[src/rtl/fetch_pkg.sv]
`default_nettype none
// ============================================================================
// Module      : fetch_pkg
// Description : Shared types and constants for the instruction-fetch front end:
//               FSM state encoding, the PC increment and the default reset PC.
// Revision    : 1.0 - initial release
// ============================================================================
package fetch_pkg;

  // FSM states of the fetch sequencer
  typedef enum logic [2:0] {
    ST_IDLE = 3'd0,
    ST_REQ  = 3'd1,
    ST_WAIT = 3'd2,
    ST_DROP = 3'd3,
    ST_HALT = 3'd4
  } fetch_state_t;

  localparam logic [31:0] PC_STEP          = 32'd4;
  localparam logic [31:0] DEFAULT_RESET_PC = 32'h0000_0000;

  // Force a redirect target onto a word boundary
  function automatic logic [31:0] align_pc(input logic [31:0] addr);
    return {addr[31:2], 2'b00};
  endfunction

endpackage
`default_nettype wire

[src/rtl/fetch_skid_buf.sv]
`default_nettype none
// ============================================================================
// Module      : fetch_skid_buf
// Description : One-entry {instr, pc} holding register that absorbs a fetched
//               instruction while the output register is occupied.
// Ports       : clk, rst_n     - clock, asynchronous active-low reset
//               push           - load push_instr/push_pc (wins over pop)
//               pop            - release the held entry
//               flush          - discard the held entry (wins over everything)
//               full           - an entry is held
//               instr, pc      - held entry
// Revision    : 1.0 - initial release
// ============================================================================
module fetch_skid_buf (
  input  logic        clk,
  input  logic        rst_n,
  input  logic        push,
  input  logic        pop,
  input  logic        flush,
  input  logic [31:0] push_instr,
  input  logic [31:0] push_pc,
  output logic        full,
  output logic [31:0] instr,
  output logic [31:0] pc
);

  always_ff @(posedge clk or negedge rst_n) begin
    if (!rst_n) begin
      full  <= 1'b0;
      instr <= 32'd0;
      pc    <= 32'd0;
    end else if (flush) begin
      full <= 1'b0;
    end else if (push) begin
      full  <= 1'b1;
      instr <= push_instr;
      pc    <= push_pc;
    end else if (pop) begin
      full <= 1'b0;
    end
  end

endmodule
`default_nettype wire

[src/rtl/fetch_pc_unit.sv]
`default_nettype none
// ============================================================================
// Module      : fetch_pc_unit
// Description : Instruction-fetch front end. Owns the PC, issues one request
//               at a time to instruction memory and presents fetched words
//               with their PC and PC+4 to decode through an output register
//               backed by a one-entry skid slot.
// Ports       : clk, rst_n                 - clock, async active-low reset
//               stall                      - decode cannot accept this cycle
//               branch_taken, branch_addr  - one-cycle redirect
//               imem_req/addr/gnt          - request handshake
//               imem_rvalid/rdata          - response (one per grant)
//               if_valid/instr/pc/pc_plus_4- decode-side output register
//               fetch_misalign             - sticky misaligned-redirect flag
// Config      : FETCH_MISALIGN_CHECK_EN - when defined, a misaligned redirect
//               raises fetch_misalign and parks the FSM in HALT; otherwise
//               the target is word-aligned and the flag is tied low.
// Revision    : 1.0 - initial release
// ============================================================================
module fetch_pc_unit
  import fetch_pkg::*;
#(
  parameter logic [31:0] RESET_PC = DEFAULT_RESET_PC
) (
  input  logic        clk,
  input  logic        rst_n,
  input  logic        stall,
  input  logic        branch_taken,
  input  logic [31:0] branch_addr,
  output logic        imem_req,
  output logic [31:0] imem_addr,
  input  logic        imem_gnt,
  input  logic        imem_rvalid,
  input  logic [31:0] imem_rdata,
  output logic        if_valid,
  output logic [31:0] if_instr,
  output logic [31:0] if_pc,
  output logic [31:0] if_pc_plus_4,
  output logic        fetch_misalign
);

  fetch_state_t state;
  logic [31:0]  pc;

  logic        consume;
  logic        capture;
  logic        cap_to_out;
  logic        skid_push;
  logic        skid_pop;
  logic        skid_full;
  logic        skid_full_next;
  logic [31:0] skid_instr;
  logic [31:0] skid_pc;

  assign imem_addr = pc;
  assign consume   = if_valid && !stall;
  // A response accepted in WAIT; a same-cycle redirect discards it
  assign capture   = (state == ST_WAIT) && imem_rvalid && !branch_taken;
  // The output register takes the capture only if it is free this cycle and
  // the skid is not ahead of it in line
  assign cap_to_out     = capture && (!if_valid || (consume && !skid_full));
  assign skid_push      = capture && !cap_to_out;
  assign skid_pop       = consume && skid_full && !branch_taken;
  assign skid_full_next = skid_push || (skid_full && !skid_pop);

  fetch_skid_buf u_skid (
    .clk        (clk),
    .rst_n      (rst_n),
    .push       (skid_push),
    .pop        (skid_pop),
    .flush      (branch_taken),
    .push_instr (imem_rdata),
    .push_pc    (pc),
    .full       (skid_full),
    .instr      (skid_instr),
    .pc         (skid_pc)
  );

`ifdef FETCH_MISALIGN_CHECK_EN
  logic drop_owed;

  // Remembers that a granted request is still due to answer while in HALT,
  // so its response is swallowed rather than mistaken for a new fetch.
  always_ff @(posedge clk or negedge rst_n) begin
    if (!rst_n) begin
      drop_owed <= 1'b0;
    end else if (branch_taken && (branch_addr[1:0] != 2'b00)) begin
      drop_owed <= ((state == ST_REQ)  && imem_gnt) ||
                   ((state == ST_WAIT) && !imem_rvalid) ||
                   ((state == ST_DROP) && !imem_rvalid) ||
                   ((state == ST_HALT) && drop_owed && !imem_rvalid);
    end else if (branch_taken || ((state == ST_HALT) && imem_rvalid)) begin
      drop_owed <= 1'b0;
    end
  end

  always_ff @(posedge clk or negedge rst_n) begin
    if (!rst_n) begin
      fetch_misalign <= 1'b0;
    end else if (branch_taken) begin
      fetch_misalign <= (branch_addr[1:0] != 2'b00);
    end
  end
`else
  assign fetch_misalign = 1'b0;
`endif

  // Fetch sequencer; imem_req is registered alongside the state
  always_ff @(posedge clk or negedge rst_n) begin
    if (!rst_n) begin
      state    <= ST_IDLE;
      pc       <= RESET_PC;
      imem_req <= 1'b0;
    end else if (branch_taken) begin
      pc <= align_pc(branch_addr);
`ifdef FETCH_MISALIGN_CHECK_EN
      if (branch_addr[1:0] != 2'b00) begin
        state    <= ST_HALT;
        imem_req <= 1'b0;
      end else
`endif
      begin
        case (state)
          // A grant this cycle means a response is still coming back
          ST_REQ: begin
            state    <= imem_gnt ? ST_DROP : ST_REQ;
            imem_req <= !imem_gnt;
          end
          ST_WAIT, ST_DROP: begin
            state    <= imem_rvalid ? ST_REQ : ST_DROP;
            imem_req <= imem_rvalid;
          end
`ifdef FETCH_MISALIGN_CHECK_EN
          ST_HALT: begin
            state    <= (drop_owed && !imem_rvalid) ? ST_DROP : ST_REQ;
            imem_req <= !(drop_owed && !imem_rvalid);
          end
`endif
          default: begin
            state    <= ST_REQ;
            imem_req <= 1'b1;
          end
        endcase
      end
    end else begin
      case (state)
        ST_IDLE: begin
          if (!skid_full) begin
            state    <= ST_REQ;
            imem_req <= 1'b1;
          end
        end
        ST_REQ: begin
          if (imem_gnt) begin
            state    <= ST_WAIT;
            imem_req <= 1'b0;
          end
        end
        ST_WAIT: begin
          if (imem_rvalid) begin
            pc <= pc + PC_STEP;
            // Do not fetch further ahead while the skid is occupied
            state    <= skid_full_next ? ST_IDLE : ST_REQ;
            imem_req <= !skid_full_next;
          end
        end
        ST_DROP: begin
          if (imem_rvalid) begin
            state    <= ST_REQ;
            imem_req <= 1'b1;
          end
        end
        default: begin
          state    <= state;
          imem_req <= 1'b0;
        end
      endcase
    end
  end

  // Decode-side output register
  always_ff @(posedge clk or negedge rst_n) begin
    if (!rst_n) begin
      if_valid     <= 1'b0;
      if_instr     <= 32'd0;
      if_pc        <= 32'd0;
      if_pc_plus_4 <= 32'd0;
    end else if (branch_taken) begin
      if_valid <= 1'b0;
    end else if (skid_pop) begin
      if_valid     <= 1'b1;
      if_instr     <= skid_instr;
      if_pc        <= skid_pc;
      if_pc_plus_4 <= skid_pc + PC_STEP;
    end else if (cap_to_out) begin
      if_valid     <= 1'b1;
      if_instr     <= imem_rdata;
      if_pc        <= pc;
      if_pc_plus_4 <= pc + PC_STEP;
    end else if (consume) begin
      if_valid <= 1'b0;
    end
  end

endmodule
`default_nettype wire

[config.mk]
export PLATFORM = sky130hd
export DESIGN_NAME = fetch_pc_unit
export DESIGN_NICKNAME = d
export VERILOG_FILES = /design/src/rtl/fetch_pkg.sv /design/src/rtl/fetch_skid_buf.sv /design/src/rtl/fetch_pc_unit.sv
export SDC_FILE = /design/constraint.sdc
export NUM_CORES = 1
export LEC_CHECK = 0
export ABC_AREA = 0
export CAP_MARGIN = 25
export CORE_MARGIN = 2
export CORE_UTILIZATION = 51
export CTS_CLUSTER_DIAMETER = 150
export DETAILED_ROUTE_END_ITERATION = 7
export PLACE_DENSITY = 0.81
export SLEW_MARGIN = 10
export SYNTH_ARGS = -nofsm -noshare
export SYNTH_HDL_FRONTEND = slang
export SYNTH_SLANG_ARGS = --single-unit
[constraint.sdc]
create_clock -name clk -period 2.5 [get_ports clk]
set_input_delay 0.375 -clock clk [delete_from_list [all_inputs] [get_ports clk]]
set_output_delay 0.375 -clock clk [all_outputs]
set_load 0.005 [all_outputs]
==> results.yml <==
sta:
  period_share: 0.904
  tightestPinTransition_ns: 0.515
  final-hold-violation-count: 0
  fmaxAchievable_mhz: 442
  slew_violations: 0
  clock_skew_ns: 0.00511
  rsz0062_at_grt: "false"
  setup_viol: 0
  fin_setup_tns_ns: 0
  relSlewSlack: 0.657
  fin_ws_ns: 0.239
  timing.final.crit_period_ns: 2.26
worst_setup_path:
  worst_ep_required_time_ns: 2.87
  crit_type: "register to register"
  critical_path.endpoint: "if_pc_plus_4[24]"
  path_max_fanout: 7
  crit_buf_inv: 0
  start_kind: "register"
  timing.rr.start: "u_skid.pc[5]"
  crit_path_top_delay_cell: "or4_1"
  rrSetupSlack_ns: 0.24
  critical_path_depth: 5
  critical-path-max-stage-delay_ns: 0.64
  r2r_end: "if_pc_plus_4[24]"
  path_cells: "nand4_2, or4_1, or4_1, a32o_1, a21oi_2"
  crit_arrival_ns: 2.63
  startpoint: "u_skid.pc[5]"
  r2r_cells: 5
  cp-end-kind: "register"
  crit_top_cell: "or4_1"
  crit_family: "simple AND/OR/NAND/NOR gates"
place:
  port_buffers: 191
  place_congestion: 0.913
  dp_hpwl_um: 17400
  pre_cts_ws_ns: 0.101
  placed_cells: 1313
power_and_ir_drop:
  p_leak_nw: 5.36
  power.density_nw_per_um2: 848
  max-vdd-ir-drop_uv: 551
floorplanning:
  initial_core_util: 0.517
  fp.dieH_um: 138
  rows: 49
  dieArea_um2: 19200
  core_area_um2: 17800
  ios: 201
  die_x_um: 138
synthesis:
  synthTopCellsByArea: "dfrtp_1 (51%), nand2_1 (7.4%), mux2_2 (7.0%)"
  synth_top_cell_by_area: "dfrtp_1"
  syn_inst: 924
  yosysUniqueCellTypes: 50
  synth_top_flop_cell: "dfrtp_1"
  synth_area_um2: 9220
  ys_seq_area_frac: 0.513
  synth_edf_count: 0
  yosysTopAreaCellShare: 0.513
  ys_seq_elements: 189
  syn_area_per_cell_um2: 9.97
  yosys_warnings: 0
  async_reset_ff_frac: 1.00
clocking:
  cts-root-buf: "clkbuf_16"
  post_cts_buffers: 0
  cts_max_level: 4
  numCtsBuffers: 17
  tritoncts: "yes"
  clk_latency_ns: 0.43
  cts.sinks: 189
  clk_pin_slew_ns: 0.07
  cts_buffer_depth: 2
cells_and_area:
  antenna_cells: 0
  stdcell_count: 1345
  layout_common_cells: "dfrtp_1 (189), clkdlybuf4s50_1 (189), nand2_1 (181), mux2_2 (57), a22oi_1 (54)"
  area_growth_pct: 33.0
  nets: 1181
  drive_above_1_share: 0.131
global_routing:
  grt_use_total: 0.263
  grt_overflow: 0
  grt_max_degree: 65
  grt_pass1_wl_um: 40500
  grt_pass1_vias: 7754
  antenna_found_initial: 0
routing:
  wl_per_cell_um: 18.5
  drt_iter0_drc: 576
  dr.pass1.iters: 5
  wl_um: 24900
  ant_nets: 0
  drc: 0
  num_vias: 7742
  vias_per_cell: 5.76
run:
  maxCapViolations: 0
outcome:
  status: "completed"
worst_hold_path:
  hold_path_class: "input pin to register"
## flip-flops by register name, summed over array words and instances, names as in the netlist
name	count
imem_req	1
state	2
u_skid.full	1
u_skid.pc	30
if_valid	1
if_pc	30
if_pc_plus_4	30
if_instr	32
imem_addr	30
u_skid.instr	32
## Yosys cell counts (4+ instances only)
cell type / n
dfrtp_1: 189
nand2_1: 181
mux2_2: 57
clkbuf_1: 56
a22oi_1: 54
o21ai_0: 49
nand3_1: 45
xnor2_1: 41
xor2_1: 40
nor2_1: 32
nand4_1: 22
nor3_1: 16
and4_1: 9
buf_2: 9
inv_1: 9
a21oi_1: 8
and3_1: 8
buf_1: 8
buf_4: 8
nor4_1: 8
o221ai_1: 8
a221o_1: 7
ha_1: 7
and2_1: 5
nand2b_1: 4
nor3b_1: 4
o22ai_1: 4
## routing by layer
metal | track usage | wire [µm] | up-vias
met5 | 0 | 0 | -
met4 | 0.0967 | 758 | 0
met3 | 0.0617 | 1580 | 52
met2 | 0.445 | 12600 | 316
met1 | 0.331 | 9920 | 3808
li1 | - | - | 3566
## kinds of logic (layout without fill, tap and decap cells)
group | count (synthesis) | in the layout | synth area share
adder cells (fa/ha/maj) | 7 | 7 | 0.00950
multiplexers | 60 | 60 | 0.0729
XOR/XNOR | 81 | 81 | 0.0770
flip-flops | 189 | 189 | 0.513
AND/OR/NAND/NOR | 349 | 349 | 0.178
buffers and inverters | 91 | 277 | 0.0417
other | 1 | 7 | 0.000407
AO/OA/AOI/OAI | 146 | 146 | 0.107
## final cells by class
type | count | area [µm²]
Inverter | 9 | 33.8
Multi-Input combinational cell | 650 | 4150
Sequential cell | 189 | 4730
Clock buffer | 20 | 467
Clock inverter | 11 | 204
Tap cell | 229 | 287
Fill cell | 1355 | 5580
Timing Repair Buffer | 237 | 2380
## through the flow
stage          total power [mW]  instance area [µm²]  utilization  hold slack [ns]
6_report                   10.4                12300        0.687            0.237
5_1_grt                    10.9                12300        0.687            0.238
4_1_cts                    10.5                12300        0.687            0.219
3_5_place_dp               7.36                11600        0.649            0.375
3_3_place_gp               7.26                11600        0.649            0.373
2_1_floorplan              5.33                 9240            -           0.0794
## worst min path at each step
stage	slack, ns	cells past startpoint	from	end
final	0.24	2	branch_taken	if_valid
after detailed placement	0.37	1	rst_n	imem_addr[28]
after CTS	0.22	2	branch_taken	u_skid.full
after global routing	0.24	2	branch_taken	if_valid
after floorplan	0.08	0	rst_n	if_instr[0]
after global placement	0.37	1	rst_n	imem_addr[27]
## power breakdown
group	internal (mW)	leakage, nW	switching (mW)
Sequential	3.79	2.46	0.581
Combinational	1.81	2.58	1.15
Clock	1.87	0.325	1.19
Total	7.46	5.36	2.93
## what timing repair did
action,CTS,global route
setup endpoints to repair,0,0
hold buffers,1,0
hold endpoints to repair,52,0
gates resized for setup,0,0
(Power assumes the default switching activity.)
